===== config.mk =====
export PLATFORM = sky130hd
export DESIGN_NAME = cv32e40x_lsu_rsp_unit
export DESIGN_NICKNAME = d
export VERILOG_FILES = /design/src/rtl/cv32e40x_lsu_rsp_unit.sv
export SDC_FILE = /design/constraint.sdc
export NUM_CORES = 1
export LEC_CHECK = 0
export BUFFER_PORTS_ARGS = -buffer_cell sky130_fd_sc_hd__buf_2
export CORE_UTILIZATION = 50
export CTS_CLUSTER_DIAMETER = 150
export DETAILED_ROUTE_END_ITERATION = 10
export GPL_TIMING_DRIVEN = 0
export PLACE_DENSITY = 0.74
export SETUP_SLACK_MARGIN = 0.3
export SLEW_MARGIN = 10
export SYNTH_ARGS = -nofsm -noshare
export SYNTH_HDL_FRONTEND = slang
export SYNTH_SLANG_ARGS = --single-unit

===== constraint.sdc =====
create_clock -name clk -period 3.85 [get_ports clk]
set_clock_uncertainty 0.1 [all_clocks]
set_input_delay 0.9625 -clock clk [delete_from_list [all_inputs] [get_ports clk]]
set_output_delay 0.9625 -clock clk [all_outputs]
set_load 0.02 [all_outputs]

===== src/rtl/cv32e40x_lsu_rsp_unit.sv =====
// LSU response unit: tracks in-flight OBI data transactions, merges split halves,
// aligns/extends load data and queues results for write-back.
module cv32e40x_lsu_rsp_unit #(
  parameter int unsigned DEPTH = 2
) (
  input  logic        clk,
  input  logic        rst_n,
  input  logic        req_valid_i,
  output logic        req_ready_o,
  input  logic [1:0]  req_size_i,
  input  logic        req_sext_i,
  input  logic [1:0]  req_lsb_i,
  input  logic        req_last_i,
  input  logic        req_we_i,
  input  logic        obi_rvalid_i,
  input  logic [31:0] obi_rdata_i,
  input  logic        obi_err_i,
  output logic        lsu_valid_o,
  input  logic        lsu_ready_i,
  output logic [31:0] lsu_rdata_o,
  output logic        lsu_err_o,
  output logic [2:0]  cnt_o
);

  localparam int unsigned PTR_W = (DEPTH > 1) ? $clog2(DEPTH) : 1;
  localparam int unsigned CNT_W = 3;
  localparam logic [CNT_W-1:0] DEPTH_C = CNT_W'(DEPTH);

  typedef struct packed {
    logic [1:0] size;
    logic       sext;
    logic [1:0] lsb;
    logic       last;
    logic       we;
  } attr_t;

  typedef struct packed {
    logic        err;
    logic [31:0] data;
  } res_t;

  attr_t            attr_mem_q [DEPTH];
  attr_t            attr_mem_n [DEPTH];
  logic [PTR_W-1:0] attr_wr_q, attr_wr_n, attr_rd_q, attr_rd_n;
  logic [CNT_W-1:0] attr_cnt_q, attr_cnt_n;

  res_t             res_mem_q [DEPTH];
  res_t             res_mem_n [DEPTH];
  logic [PTR_W-1:0] res_wr_q, res_wr_n, res_rd_q, res_rd_n;
  logic [CNT_W-1:0] res_cnt_q, res_cnt_n;

  logic [CNT_W-1:0] cnt_n;
  logic             ready_n, valid_n;
  res_t             head_n;
  logic [31:0]      lo_q, lo_n;
  logic             err_q, err_n, split_q, split_n;

  logic             req_hs, attr_pop, res_push, res_hs;
  attr_t            head;
  logic [63:0]      wide;
  logic [31:0]      d, ext;
  res_t             new_res;

  function automatic logic [PTR_W-1:0] ptr_inc(input logic [PTR_W-1:0] p);
    return (p == PTR_W'(DEPTH - 1)) ? '0 : p + PTR_W'(1);
  endfunction

  // Next-state: attribute FIFO, split staging, result FIFO, credits and output image
  always_comb begin
    attr_mem_n = attr_mem_q;
    attr_wr_n  = attr_wr_q;
    attr_rd_n  = attr_rd_q;
    res_mem_n  = res_mem_q;
    res_wr_n   = res_wr_q;
    res_rd_n   = res_rd_q;
    lo_n       = lo_q;
    err_n      = err_q;
    split_n    = split_q;
    res_push   = 1'b0;

    req_hs   = req_valid_i && req_ready_o;
    attr_pop = obi_rvalid_i && (attr_cnt_q != '0);
    res_hs   = lsu_valid_o && lsu_ready_i;
    head     = attr_mem_q[attr_rd_q];

    if (req_hs) begin
      attr_mem_n[attr_wr_q] = '{size: req_size_i, sext: req_sext_i, lsb: req_lsb_i,
                                last: req_last_i, we: req_we_i};
      attr_wr_n = ptr_inc(attr_wr_q);
    end
    if (attr_pop) begin
      attr_rd_n = ptr_inc(attr_rd_q);
    end
    attr_cnt_n = attr_cnt_q + CNT_W'(req_hs) - CNT_W'(attr_pop);

    // A non-split load sees a zero upper word, so one shift covers both cases
    wide = split_q ? {obi_rdata_i, lo_q} : {32'b0, obi_rdata_i};
    d    = 32'(wide >> {head.lsb, 3'b000});
    case (head.size)
      2'b00:   ext = {{24{head.sext & d[7]}}, d[7:0]};
      2'b01:   ext = {{16{head.sext & d[15]}}, d[15:0]};
      default: ext = d;
    endcase
    if (head.we) begin
      ext = '0;
    end
    new_res = '{err: err_q | obi_err_i, data: ext};

    if (attr_pop) begin
      if (!head.last) begin
        lo_n    = obi_rdata_i;
        err_n   = err_q | obi_err_i;
        split_n = 1'b1;
      end else begin
        res_push = 1'b1;
        err_n    = 1'b0;
        split_n  = 1'b0;
      end
    end

    if (res_push) begin
      res_mem_n[res_wr_q] = new_res;
      res_wr_n = ptr_inc(res_wr_q);
    end
    if (res_hs) begin
      res_rd_n = ptr_inc(res_rd_q);
    end
    res_cnt_n = res_cnt_q + CNT_W'(res_push) - CNT_W'(res_hs);

    cnt_n = cnt_o + CNT_W'(req_hs) - CNT_W'(attr_pop && !head.last) - CNT_W'(res_hs);
    ready_n = cnt_n < DEPTH_C;
    valid_n = res_cnt_n != '0;

    // Freshly pushed entry becomes the head when it lands on the next read slot
    if (res_push && (res_wr_q == res_rd_n)) begin
      head_n = new_res;
    end else begin
      head_n = res_mem_q[res_rd_n];
    end
    if (!valid_n) begin
      head_n = '0;
    end
  end

  always_ff @(posedge clk or negedge rst_n) begin
    if (!rst_n) begin
      attr_mem_q  <= '{default: '0};
      attr_wr_q   <= '0;
      attr_rd_q   <= '0;
      attr_cnt_q  <= '0;
      res_mem_q   <= '{default: '0};
      res_wr_q    <= '0;
      res_rd_q    <= '0;
      res_cnt_q   <= '0;
      lo_q        <= '0;
      err_q       <= 1'b0;
      split_q     <= 1'b0;
      cnt_o       <= '0;
      req_ready_o <= 1'b1;
      lsu_valid_o <= 1'b0;
      lsu_rdata_o <= '0;
      lsu_err_o   <= 1'b0;
    end else begin
      attr_mem_q  <= attr_mem_n;
      attr_wr_q   <= attr_wr_n;
      attr_rd_q   <= attr_rd_n;
      attr_cnt_q  <= attr_cnt_n;
      res_mem_q   <= res_mem_n;
      res_wr_q    <= res_wr_n;
      res_rd_q    <= res_rd_n;
      res_cnt_q   <= res_cnt_n;
      lo_q        <= lo_n;
      err_q       <= err_n;
      split_q     <= split_n;
      cnt_o       <= cnt_n;
      req_ready_o <= ready_n;
      lsu_valid_o <= valid_n;
      lsu_rdata_o <= head_n.data;
      lsu_err_o   <= head_n.err;
    end
  end

  // A response with nothing outstanding is a bus protocol violation
  a_no_spurious_rvalid: assert property (@(posedge clk) disable iff (!rst_n)
    obi_rvalid_i |-> (attr_cnt_q != '0));

endmodule


Word level (Yosys, flattened, before mapping)
Index checks and enable logic that the tools add are counted.

Register bits after elaboration: 162. Input port bits: 45. Output and inout port bits: 38.

$add $sub $neg: 11. Order comparisons: 7. Equality and inequality tests: 2. Shifts and indexed selects: 1. Muxes and demuxes: 26. Bitwise logic cells: 8. Reductions and logical operators: 12.

Operator list (number): 33-bit 2-to-1 mux (6); 66-bit bitwise mux (1); 64-bit 2-to-1 mux (1); 32-bit case mux with 2 select lines (1); 64-bit by 5-bit right shift with 32-bit output (1); 33-bit demux with 1-bit select (1); 32-bit 2-to-1 mux (1); 7-bit 2-to-1 mux (4); 14-bit bitwise mux (1); 3-bit by 1-bit subtractor with 3-bit output (4); 3-bit by 1-bit adder with 3-bit output (3); 1-bit 2-to-1 mux (9); 2-bit greater-or-equal comparator, second input constant (4); 1-bit inverter with 2-bit output (4); 7-bit demux with 1-bit select (1); 1-bit logical AND (7); 3-bit nonzero test (2); 1-bit adder, second input constant (4); 2-bit by 1-bit less-than comparator with 1-bit output, second input constant (2); 3-bit by 2-bit less-than comparator with 1-bit output, second input constant (1); 1-bit bitwise AND (2); 2-bit by 1-bit equality test with 1-bit output, second input constant (1); 2-bit zero test (1); 2-bit AND reduction (1); other kinds (4) (4).

Depth between registers and ports, before layout
Gate-level depths: netlist of run 1.

Depth after elaboration: 10. Gate-level depth with buffers: 17.

Worst setup path after synthesis of run 1
OpenSTA, ideal clock, no wires.

Kind: input to register. Start: input port obi_rvalid_i. End: register lsu_rdata_o[12]. Data arrival time: 3544 ps. Required time: 3624 ps. Slack: 79 ps. Stages: 16. Buffers on the path: 3. Path through: o31ai_1 -> nor2_1 -> buf_2 -> inv_1 -> ha_1 -> inv_1 -> ha_1 -> fa_1 -> xnor3_1 -> nor3_1 -> inv_1 -> and4_1 -> clkbuf_1 -> and2_1 -> clkbuf_1 -> a311o_1.

RTL lines: start, declared (line 15) `input logic obi_rvalid_i,`; end signal, assigned (line 178) `lsu_rdata_o <= head_n.data;`; end, declared (line 20) `output logic [31:0] lsu_rdata_o,`.

==> impl_metrics.toml, run 1 <==
[sta]
timing.setup.tns_ns = 0
achievable-frequency_mhz = 288
post-route-min-period_ns = 3.48
rsz0062_at_grt = "no"
report.final.hold_viol_count = 0
post-route-worst-setup-slack_ns = 0.374
timing_max_transition_violations_final = 0
slew_headroom = 0.301
final_min_period_over_clock_period = 0.903
tightestPinTransition_ns = 1.04
setup_violations = 0

[floorplan]
floorplan.rows = 46
number_of_primary_i_o_pins = 83
die-area_um2 = 16700
floorplan.core_area_um2 = 15900
chipHeight_um = 129
initial_utilization = 0.511
die-width_um = 129

[power]
total_switching_power_uw = 4370
power_report.internal_total_uw = 5760
power.share.sequential = 0.281
comb_power_share = 0.555
power_switching_share = 0.432
power_per_standard_cell_area_nw_per_um2 = 1060
clock_network_fraction_of_design_power = 0.164
static-leakage-power_uw = 0.00441
worst_ir_drop_vdd_mv = 0.527

[synth]
netlist.top_cell.by_area = "sky130_fd_sc_hd__dfrtp_1"
synth-seq-cells = 162
synth_cells = 636
synthesized_area_per_cell_um2 = 12.8
post_synth_main_area_contributors = "sky130_fd_sc_hd__dfrtp_1 50%, sky130_fd_sc_hd__mux2_2 12%, sky130_fd_sc_hd__a32o_1 5.9%"
synth-main-ff-cell = "sky130_fd_sc_hd__dfrtp_1"
sequential_element_share_of_the_synthesized_area = 0.500
net_count_synth = 691
postSynth.asyncResetShare = 1.00
share_of_yosys_cell_area_claimed_by_the_top_area_cell_type = 0.496
synthesis.area_um2 = 8120
synth_edf_count = 0
yosysWarningCount = 0
synth.lib_cells_used.distinct = 54

[critical_path]
slowest_delay_ns = 0.38
critPathKind = "flip-flop to flip-flop"
ff2ff_path_depth = 16
family_with_the_most_delay_on_the_worst_path = "buffers and inverters"
crit_path_cell_trace = "buf_6 -> mux2i_4 -> nor2_2 -> buf_4 -> inv_2 -> ha_1 -> inv_1 -> ha_2 -> fa_2 -> xnor3_1 -> nor3_2 -> clkbuf_4 -> a21oi_4 -> buf_4 -> clkbuf_4 -> a32o_1"
endpoint_kind = "flip-flop"
cp.buffers_inverters = 7
critical_path.reg2reg.startpoint = "attr_rd_q$_DFFE_PN0P_"
crit_slowest_cell = "sky130_fd_sc_hd__fa_2"
crit_path_max_fanout = 10
arrival_worst_endpoint_ns = 3.69
setup.reg_to_reg.worst_slack_ns = 0.37
required_ns = 4.06
regToRegEndpoint = "lsu_rdata_o[28]$_DFF_PN0_"
crit_path_start_kind = "flip-flop"

[layout]
post_route_cells_drive_above_1_share = 0.355
fillers = 1274
regArea_um2 = 4060
final-instance-count-excl-fill = 973
syn2layout_area_growth_pct = 17.7
n_antenna_cell = 0
most-common-layout-cells = "161 x sky130_fd_sc_hd__dfrtp_1, 94 x sky130_fd_sc_hd__buf_2, 87 x sky130_fd_sc_hd__mux2_2, 48 x sky130_fd_sc_hd__a32o_1"
final_nets = 799
postLayoutCellArea_um2 = 9550
mostFrequentLayoutCell = "sky130_fd_sc_hd__dfrtp_1"
multi_input_combinational_cell_area_um2 = 3780

[global_routing]
first_pass_grt_wire_length_um = 33600
globalRoute.totalOverflow = 0
maximum_number_of_pins_on_one_net_before_global_route_repair = 87
grt_pass1_vias = 6156
antenna_found_initial = 0
track_usage = 0.271

[hold_path]
hold_start = "res_mem_q[65]$_DFFE_PN0P_"
hold_path_class = "flip-flop to flip-flop"
worst_hold_path.endpoint = "res_mem_q[65]$_DFFE_PN0P_"
whs_path_depth = 2

[detailed_routing]
drt-pass1-iter-count = 7
ant_nets = 0
routed_via_count_divided_by_cell_count = 6.27
detail_route.wl_per_cell_um = 22.0
detail_route.iter0.violations = 605
postRouteWirelength_um = 21400
drcViolationCount = 0
via_count = 6102

[clocking]
cts.clk_slew.worst_paths_ns = 0.06
cts-root-buf = "sky130_fd_sc_hd__clkbuf_16"
cts.htree.levels = 4
tritoncts_buffer_count = 17
ctsLongestPathBuffers = 2
post_cts_hold_buffer_count = 0
numClockSinks = 162
cts_tree = "built"
clkLatencyLatePin_ns = 0.45

[place]
place_ws_ns = -0.411
placedInstanceArea_um2 = 8860
port_buffers = 82
gp_congestion = 0.924
dpl.cell_count = 935
place_hpwl_um = 15400

[job]
number_of_max_cap_violations = 0

[outcome]
status = "finished, final reports clean"
[Yosys cell counts (7+ instances only)]
| cell | count |
|---|---|
| sky130_fd_sc_hd__a311oi_1 | 7 |
| sky130_fd_sc_hd__o211ai_1 | 13 |
| sky130_fd_sc_hd__nor2_1 | 11 |
| sky130_fd_sc_hd__clkbuf_1 | 24 |
| sky130_fd_sc_hd__mux4_2 | 14 |
| sky130_fd_sc_hd__inv_1 | 16 |
| sky130_fd_sc_hd__o21ai_0 | 12 |
| sky130_fd_sc_hd__o221ai_1 | 7 |
| sky130_fd_sc_hd__a211o_1 | 7 |
| sky130_fd_sc_hd__dfrtp_1 | 161 |
| sky130_fd_sc_hd__nor2b_1 | 8 |
| sky130_fd_sc_hd__ha_1 | 7 |
| sky130_fd_sc_hd__a221o_1 | 12 |
| sky130_fd_sc_hd__mux2i_1 | 40 |
| sky130_fd_sc_hd__nand2_1 | 39 |
| sky130_fd_sc_hd__nand3_1 | 12 |
| sky130_fd_sc_hd__o21a_1 | 7 |
| sky130_fd_sc_hd__a32o_1 | 48 |
| sky130_fd_sc_hd__and3_1 | 13 |
| sky130_fd_sc_hd__a21oi_1 | 11 |
| sky130_fd_sc_hd__buf_2 | 18 |
| sky130_fd_sc_hd__mux2_2 | 87 |
[power groups by stage]
| stage | clock network [µW] | logic, µW | registers (µW) |
|---|---|---|---|
| 5_1_grt | 1740 | 5990 | 2930 |
| 2_1_floorplan | 0 | 3750 | 2920 |
| 3_3_place_gp | 0 | 5220 | 2800 |
| 4_1_cts | 1680 | 5470 | 2840 |
| 3_5_place_dp | 0 | 5390 | 2860 |
| 6_report | 1660 | 5620 | 2850 |
[worst reg2reg max path, cell delays in order (launching register included)]
cell and delay (ns):
sky130_fd_sc_hd__dfrtp_1 0.37, sky130_fd_sc_hd__buf_6 0.15, sky130_fd_sc_hd__mux2i_4 0.20, sky130_fd_sc_hd__nor2_2 0.11, sky130_fd_sc_hd__buf_4 0.13, sky130_fd_sc_hd__inv_2 0.03
sky130_fd_sc_hd__ha_1 0.26, sky130_fd_sc_hd__inv_1 0.04, sky130_fd_sc_hd__ha_2 0.17, sky130_fd_sc_hd__fa_2 0.38, sky130_fd_sc_hd__xnor3_1 0.23, sky130_fd_sc_hd__nor3_2 0.16
sky130_fd_sc_hd__clkbuf_4 0.26, sky130_fd_sc_hd__a21oi_4 0.07, sky130_fd_sc_hd__buf_4 0.19, sky130_fd_sc_hd__clkbuf_4 0.21, sky130_fd_sc_hd__a32o_1 0.27
[per-layer routing]
metal	vias up	part of all wire	track usage
li1	2658	-	-
met1	3092	0.42	0.357
met3	48	0.067	0.0632
met4	0	0.031	0.118
met5	-	0	0
met2	304	0.48	0.432
[sequential cells by signal, indices dropped and copies added (netlist names), 3 cells and up]
signal and count:
attr_cnt_q 3, attr_mem_q 14, cnt_o 3, lo_q 32, lsu_rdata_o 32, res_cnt_q 3
res_mem_q 66
[worst max path at each step]
stage | cells past startpoint | slack (ns) | to | from
5_1_grt | 17 | 0.26 | lsu_rdata_o[12]$_DFF_PN0_ | attr_rd_q$_DFFE_PN0P_
3_5_place_dp | 16 | -0.41 | lsu_rdata_o[28]$_DFF_PN0_ | obi_rvalid_i
2_1_floorplan | 16 | 0.27 | lsu_rdata_o[12]$_DFF_PN0_ | obi_rvalid_i
4_1_cts | 17 | 0.31 | lsu_rdata_o[12]$_DFF_PN0_ | attr_rd_q$_DFFE_PN0P_
3_3_place_gp | 1 | -0.56 | lo_q[26]$_DFFE_PN0P_ | rst_n
6_report | 16 | 0.37 | lsu_rdata_o[28]$_DFF_PN0_ | attr_rd_q$_DFFE_PN0P_
[repair_timing]
item / in CTS / in global routing
setup endpoints to repair: 24 / 22
endpoints found under the hold margin: 0 / 0
resized for setup: 5 / 16
buffers inserted: 1 / 5
pin swaps: 0 / 5
[kinds of logic after synthesis]
kind of cell	after synthesis	synth area share
AO/OA/AOI/OAI	147	0.154
XOR/XNOR	8	0.0120
adder cells (fa/ha/maj)	10	0.0182
buffers and inverters	68	0.0412
flip-flops	162	0.500
multiplexers	144	0.217
AND/OR/NAND/NOR	97	0.0586
[through the flow]
step | utilization | hold WS (ns) | power, µW
after floorplan | - | 0.342 | 6670
after global placement | 0.556 | 0.354 | 8020
after detailed placement | 0.558 | 0.368 | 8260
after CTS | 0.596 | 0.388 | 9980
after global routing | 0.601 | 0.408 | 10700
final | 0.601 | 0.388 | 10100
[layout make-up]
cell class / count / area share
Buffer: 52 / 0.0314
Clock buffer: 19 / 0.0474
Clock inverter: 13 / 0.0135
Inverter: 16 / 0.00629
Multi-Input combinational cell: 406 / 0.396
Sequential cell: 162 / 0.425
Tap cell: 216 / 0.0283
Timing Repair Buffer: 89 / 0.0523
Note: power is estimated with default switching activity, not from simulation.
==> inputs of run 2 (changes only) <==
ABC_AREA = 1   (was default)
==> run 2 against run 1 <==
Setup slack improved by 0.097 ns; largest power group unchanged; global-route usage up 0.47 points; largest cell class unchanged; combinational power rose by 4%; clock power grew 5%; critical path depth unchanged; fmax rose by 2.9%; cell count is 53% higher; wire length is 6.9% higher; total power grew 2.1%; sequential cell count unchanged; final area is 2.4% higher.
==> impl_metrics.toml, run 2 <==
[outcome]
status = "finished, final reports clean"

[hold_path]
whs_path_depth = 2
hold_path_class = "flip-flop to flip-flop"
hold_start = "attr_mem_q[0]$_DFFE_PN0P_"
worst_hold_path.endpoint = "attr_mem_q[0]$_DFFE_PN0P_"

[critical_path]
regToRegEndpoint = "lsu_rdata_o[15]$_DFF_PN0_"
critPathKind = "flip-flop to flip-flop"
arrival_worst_endpoint_ns = 3.62
path_common_cell = "sky130_fd_sc_hd__inv_1"
crit_path_cell_trace = "inv_2 -> or2_1 -> o21ai_0 -> nor2_2 -> inv_1 -> ha_1 -> inv_1 -> ha_1 -> fa_1 -> xor2_1 -> xor2_1 -> inv_1 -> nand2_2 -> buf_4 -> o21ai_0 -> a21oi_1"
critical_path.reg2reg.startpoint = "attr_rd_q$_DFFE_PN0P_"
crit_path_start_kind = "flip-flop"
crit_slowest_cell = "sky130_fd_sc_hd__dfrtp_1"
crit_path_max_fanout = 10
slowest_delay_ns = 0.42
required_ns = 4.09
endpoint_kind = "flip-flop"
ff2ff_path_depth = 16
setup.reg_to_reg.worst_slack_ns = 0.47

[clocking]
clkLatencyLatePin_ns = 0.44
cts-root-buf = "sky130_fd_sc_hd__clkbuf_16"
cts.htree.levels = 4
post_cts_hold_buffer_count = 0
ctsLongestPathBuffers = 2
tritoncts_buffer_count = 17
cts_tree = "built"
numClockSinks = 162
cts.clk_slew.worst_paths_ns = 0.06

[global_routing]
track_usage = 0.276
first_pass_grt_wire_length_um = 37500
maximum_number_of_pins_on_one_net_before_global_route_repair = 104
globalRoute.totalOverflow = 0
grt_pass1_vias = 7320
antenna_found_initial = 0

[sta]
slew_headroom = 0.490
post-route-min-period_ns = 3.38
report.final.hold_viol_count = 0
setup_violations = 0
rsz0062_at_grt = "yes"
achievable-frequency_mhz = 296
final_min_period_over_clock_period = 0.878
tightestPinTransition_ns = 0.765
timing_max_transition_violations_final = 0

[floorplan]
die-area_um2 = 17400
floorplan.rows = 47
chipHeight_um = 132
floorplan.core_area_um2 = 16500
number_of_primary_i_o_pins = 83
initial_utilization = 0.510
die-width_um = 132

[synth]
synth_commonest_cells = "448 x sky130_fd_sc_hd__nand2_1, 161 x sky130_fd_sc_hd__dfrtp_1, 148 x sky130_fd_sc_hd__o21ai_0, 88 x sky130_fd_sc_hd__inv_1, 66 x sky130_fd_sc_hd__nor2_1"
post_synth_main_area_contributors = "sky130_fd_sc_hd__dfrtp_1 48%, sky130_fd_sc_hd__nand2_1 20%, sky130_fd_sc_hd__o21ai_0 8.8%"
synth_most_common_cell = "sky130_fd_sc_hd__nand2_1"
yosysWarningCount = 0
synth-seq-cells = 162
synthesized_area_per_cell_um2 = 7.34
postSynth.asyncResetShare = 1.00
synth_edf_count = 0
sequential_element_share_of_the_synthesized_area = 0.481
synth.lib_cells_used.distinct = 29
synthesis.area_um2 = 8430
synth_cells = 1148
netlist.top_cell.by_area = "sky130_fd_sc_hd__dfrtp_1"
share_of_yosys_cell_area_claimed_by_the_top_area_cell_type = 0.478
synth-main-ff-cell = "sky130_fd_sc_hd__dfrtp_1"
net_count_synth = 1203

[detailed_routing]
ant_nets = 0
detail_route.wl_per_cell_um = 15.4
drt-pass1-iter-count = 5
drcViolationCount = 0
postRouteWirelength_um = 22900
detail_route.iter0.violations = 678
via_count = 7835
routed_via_count_divided_by_cell_count = 5.28

[place]
port_buffers = 82
place_hpwl_um = 17000
gp_congestion = 0.954

[layout]
registers.top_by_ff_count = "res_mem_q"
fin_util = 0.592
syn2layout_area_growth_pct = 16.0
post_route_cells_drive_above_1_share = 0.150
n_antenna_cell = 0
mostFrequentLayoutCell = "sky130_fd_sc_hd__nand2_1"
largest_register_ffs = 66
most-common-layout-cells = "447 x sky130_fd_sc_hd__nand2_1, 161 x sky130_fd_sc_hd__dfrtp_1, 148 x sky130_fd_sc_hd__o21ai_0, 114 x sky130_fd_sc_hd__buf_2, 87 x sky130_fd_sc_hd__inv_1"
final_nets = 1306
largest_registers = "res_mem_q: 66 flops, lo_q: 32 flops, lsu_rdata_o: 32 flops"

[power]
static-leakage-power_uw = 0.00522
power.total_uw = 10300
power_per_standard_cell_area_nw_per_um2 = 1060
worst_ir_drop_vdd_mv = 0.491

[job]
number_of_max_cap_violations = 0
-- run 2: metrics by stage --
step / TNS, ns / instance area, µm² / hold slack (ns) / instances / setup WS [ns]
finish: 0 / 9780 / 0.385 / 1484 / 0.471
global route: 0 / 9780 / 0.399 / 1484 / 0.258
CTS: 0 / 9770 / 0.382 / 1484 / 0.294
detailed placement: -4.28 / 9150 / 0.366 / 1451 / -0.349
global placement: -119.22 / 9120 / 0.359 / 1450 / -0.727
floorplan: 0 / 8430 / 0.345 / 1148 / 0.503
-- run 2: logic make-up (layout without fill, tap and decap cells) --
logic type      count (synthesis)  after routing  share of synthesized area
simple gates                  588            588                      0.279
mux                             2              2                    0.00267
flops                         162            162                      0.481
compound gates                220            220                      0.134
fa+ha+maj                      10             10                     0.0175
buf+inv                       159            275                     0.0784
xor+xnor                        7              7                    0.00727
-- run 2: worst max-delay path by stage --
stage	endpoint	depth (start not counted)	from
global placement	attr_cnt_q[0]$_DFF_PN0_	1	rst_n
global route	lsu_rdata_o[25]$_DFF_PN0_	16	attr_rd_q$_DFFE_PN0P_
floorplan	lsu_rdata_o[13]$_DFF_PN0_	14	obi_rvalid_i
detailed placement	lsu_rdata_o[13]$_DFF_PN0_	15	obi_rvalid_i
finish	lsu_rdata_o[15]$_DFF_PN0_	16	attr_rd_q$_DFFE_PN0P_
CTS	lsu_rdata_o[13]$_DFF_PN0_	16	attr_rd_q$_DFFE_PN0P_
-- run 2: critical path, delay by kind of cell, from the launching register on --
kind | cells | cell delay, ns
xor gates and xnor gates | 2 | 0.38
buffers and inverters | 5 | 0.58
adders and majority gates | 3 | 0.86
AOI/OAI and AO/OA | 3 | 0.47
DFF | 1 | 0.42
and+or+nand+nor | 3 | 0.47
-- run 2: where the power goes --
group | internal [µW] | switching [µW] | total [µW]
clock network | 1000 | 740 | 1740
registers | 2450 | 338 | 2790
logic | 1800 | 4020 | 5820
-- run 2: layout make-up --
cell class              instances  area (µm²)
fillers                      1595        6750
flip-flops and latches        162        4060
multi-input cells             827        3720
repair buffers                 84         455
clock buffers                  19         453
inverters                      91         342
plain buffers                  68         330
well taps                     220         275
clock inverters                13         148
-- run 2: routing by layer --
layer,vias up,share of wire,track usage
met5,-,0,0
met4,0,0.033,0.113
met3,49,0.060,0.0507
met2,295,0.46,0.429
met1,3683,0.45,0.382
li1,3808,-,-
-- run 2: repair_timing --
item	4_1_cts	5_1_grt
pin swaps	1	1
buffers inserted	1	0
gates resized for setup	4	7
setup endpoints to repair	29	29
==> inputs of run 3 (changes only) <==
==> constraint.sdc (replaced) <==
create_clock -name clk -period 3.6 [get_ports clk]
set_clock_uncertainty 0.1 [all_clocks]
set_input_delay 0.54 -clock clk [delete_from_list [all_inputs] [get_ports clk]]
set_output_delay 0.54 -clock clk [all_outputs]
set_load 0.02 [all_outputs]
==> run 3 against run 2 <==
Clock power rose by 7%; critical endpoint is now lsu_rdata_o[17]$_DFF_PN0_; final area rose by 0.40%; sequential share of layout area fell by 0.16 points; global-route usage about the same; wire length is essentially flat; sequential cell count unchanged; count of clock-buffer cells in the layout unchanged; critical path depth did not move; cell count increased by 0.13%; highest routed layer unchanged; first-iteration DRC count up 2.5%.
==> impl_metrics.toml, run 3 (synthesis gave the netlist of run 2 again) <==
[outcome]
status = "finished, final reports clean"

[power]
clock_network_fraction_of_design_power = 0.167
worst_ir_drop_vdd_mv = 0.534
static-leakage-power_uw = 0.00524
total_switching_power_uw = 5480
power_report.internal_total_uw = 5670
power.share.sequential = 0.268
power_switching_share = 0.491
power.total_uw = 11200
power_per_standard_cell_area_nw_per_um2 = 1140
comb_power_share = 0.565

[detailed_routing]
detail_route.iter0.violations = 695
routed_via_count_divided_by_cell_count = 5.25
drt-pass1-iter-count = 5
via_count = 7808
postRouteWirelength_um = 22900
ant_nets = 0
drcViolationCount = 0
detail_route.wl_per_cell_um = 15.4

[global_routing]
globalRoute.totalOverflow = 0
maximum_number_of_pins_on_one_net_before_global_route_repair = 104
globalRouteMet1Util = 0.382
met3_usage = 0.0507
track_usage = 0.276
grt_pass1_vias = 7323
met2_usage = 0.429
antenna_found_initial = 0
first_pass_grt_wire_length_um = 37500
global_route.peak_usage_layer = "met2"

[layout]
most-common-layout-cells = "447 x sky130_fd_sc_hd__nand2_1, 161 x sky130_fd_sc_hd__dfrtp_1, 147 x sky130_fd_sc_hd__o21ai_0, 114 x sky130_fd_sc_hd__buf_2, 86 x sky130_fd_sc_hd__inv_1"
n_antenna_cell = 0
fin_util = 0.594
registers.top_by_ff_count = "res_mem_q"
final_nets = 1308
postLayoutCellArea_um2 = 9810
largest_register_ffs = 66
largest_registers = "res_mem_q: 66 flops, lo_q: 32 flops, lsu_rdata_o: 32 flops"
post_route_cells_drive_above_1_share = 0.154
mostFrequentLayoutCell = "sky130_fd_sc_hd__nand2_1"
syn2layout_area_growth_pct = 16.4

[sta]
timing.setup.tns_ns = 0
post-route-min-period_ns = 3.13
tightestPinTransition_ns = 0.764
rsz0062_at_grt = "no"
final_min_period_over_clock_period = 0.870
timing_max_transition_violations_final = 0
achievable-frequency_mhz = 319
report.final.hold_viol_count = 0
holdWs_ns = 0.0595
setup_violations = 0
slew_headroom = 0.490

[place]
place_hpwl_um = 17000
gp_congestion = 0.954
port_buffers = 82
placedInstanceArea_um2 = 9150

[critical_path]
critPathKind = "flip-flop to flip-flop"
required_ns = 3.83
endpoint_kind = "flip-flop"
arrival_worst_endpoint_ns = 3.36
crit_path_max_fanout = 10
crit_path_start_kind = "flip-flop"

[clocking]
post_cts_hold_buffer_count = 0
numClockSinks = 162
tritoncts_buffer_count = 17
cts_tree = "built"
clkLatencyLatePin_ns = 0.44
cts.clk_slew.worst_paths_ns = 0.06
ctsLongestPathBuffers = 2
cts.htree.levels = 4
cts-root-buf = "sky130_fd_sc_hd__clkbuf_16"

[floorplan]
die-area_um2 = 17400
initial_utilization = 0.510
floorplan.core_area_um2 = 16500
chipHeight_um = 132
floorplan.rows = 47
die-width_um = 132
number_of_primary_i_o_pins = 83

[hold_path]
hold_path_class = "input port to asynchronous set/reset pin"

[job]
number_of_max_cap_violations = 0
[run 3: changes by cell type in the layout (fill, tap and decap cells not counted), sizes merged]
cell,change
buf,+4
clkbuf,-2
[run 3: power by group through the flow]
| stage | Sequential, µW | Combinational (µW) | Clock, µW |
|---|---|---|---|
| after floorplan | 3170 | 4090 | 0 |
| after global placement | 2980 | 5960 | 0 |
| after detailed placement | 3000 | 6060 | 0 |
| after CTS | 2990 | 6140 | 1880 |
| after global routing | 3080 | 7080 | 1960 |
| final | 2990 | 6310 | 1860 |
[run 3: layout make-up]
| class | count | area (µm²) |
|---|---|---|
| timing repair buffer | 86 | 470 |
| clock inverter | 13 | 148 |
| clock buffer | 19 | 453 |
| tap | 220 | 275 |
| inverter | 91 | 342 |
| fill | 1593 | 6710 |
| sequential | 162 | 4060 |
| buffer | 68 | 342 |
| multi-input combinational | 827 | 3730 |
[run 3: path summary, 6_finish.rpt]
check	depth (start not counted)	slack, ns	end	start
setup / recovery	16	0.47	lsu_rdata_o[17]$_DFF_PN0_	attr_rd_q$_DFFE_PN0P_
hold / removal	1	0.06	lsu_rdata_o[6]$_DFF_PN0_	rst_n
setup reg to reg	16	0.47	lsu_rdata_o[17]$_DFF_PN0_	attr_rd_q$_DFFE_PN0P_
hold reg to reg	2	0.38	res_mem_q[38]$_DFFE_PN0P_	res_mem_q[38]$_DFFE_PN0P_
max in group asynchronous	2	2.59	attr_rd_q$_DFFE_PN0P_	rst_n
min in group clk	3	0.27	attr_mem_q[13]$_DFFE_PN0P_	req_size_i[1]
[run 3: layer usage]
| metal | vias up | part of all wire |
|---|---|---|
| met4 | 0 | 0.032 |
| met5 | - | 0 |
| met3 | 42 | 0.065 |
| met1 | 3673 | 0.44 |
| li1 | 3818 | - |
| met2 | 275 | 0.46 |
[run 3: critical path: stages (launching register included)]
cell and delay (ns):
sky130_fd_sc_hd__dfrtp_1 0.42, sky130_fd_sc_hd__inv_2 0.10, sky130_fd_sc_hd__or2_1 0.12, sky130_fd_sc_hd__o21ai_2 0.08, sky130_fd_sc_hd__nor2_2 0.20, sky130_fd_sc_hd__inv_2 0.09, sky130_fd_sc_hd__ha_1 0.28, sky130_fd_sc_hd__inv_1 0.04
sky130_fd_sc_hd__ha_1 0.18, sky130_fd_sc_hd__fa_1 0.39, sky130_fd_sc_hd__xor2_1 0.20, sky130_fd_sc_hd__xor2_1 0.20, sky130_fd_sc_hd__inv_1 0.10, sky130_fd_sc_hd__nand2_4 0.11, sky130_fd_sc_hd__buf_8 0.14, sky130_fd_sc_hd__nand2_1 0.06
sky130_fd_sc_hd__a21oi_1 0.21
[run 3: metrics by stage]
stage                     setup WS [ns]  instances
final                             0.467       1486
after detailed placement         -0.261       1451
after global routing              0.298       1486
after global placement           -0.555       1450
after floorplan                   0.601       1148
after CTS                         0.322       1484
[run 3: repair_timing]
| item | 4_1_cts | 5_1_grt |
|---|---|---|
| setup buffers | 1 | 2 |
| pin swaps | 1 | 3 |
| setup endpoints to repair | 32 | 30 |
| gates resized for setup | 8 | 12 |
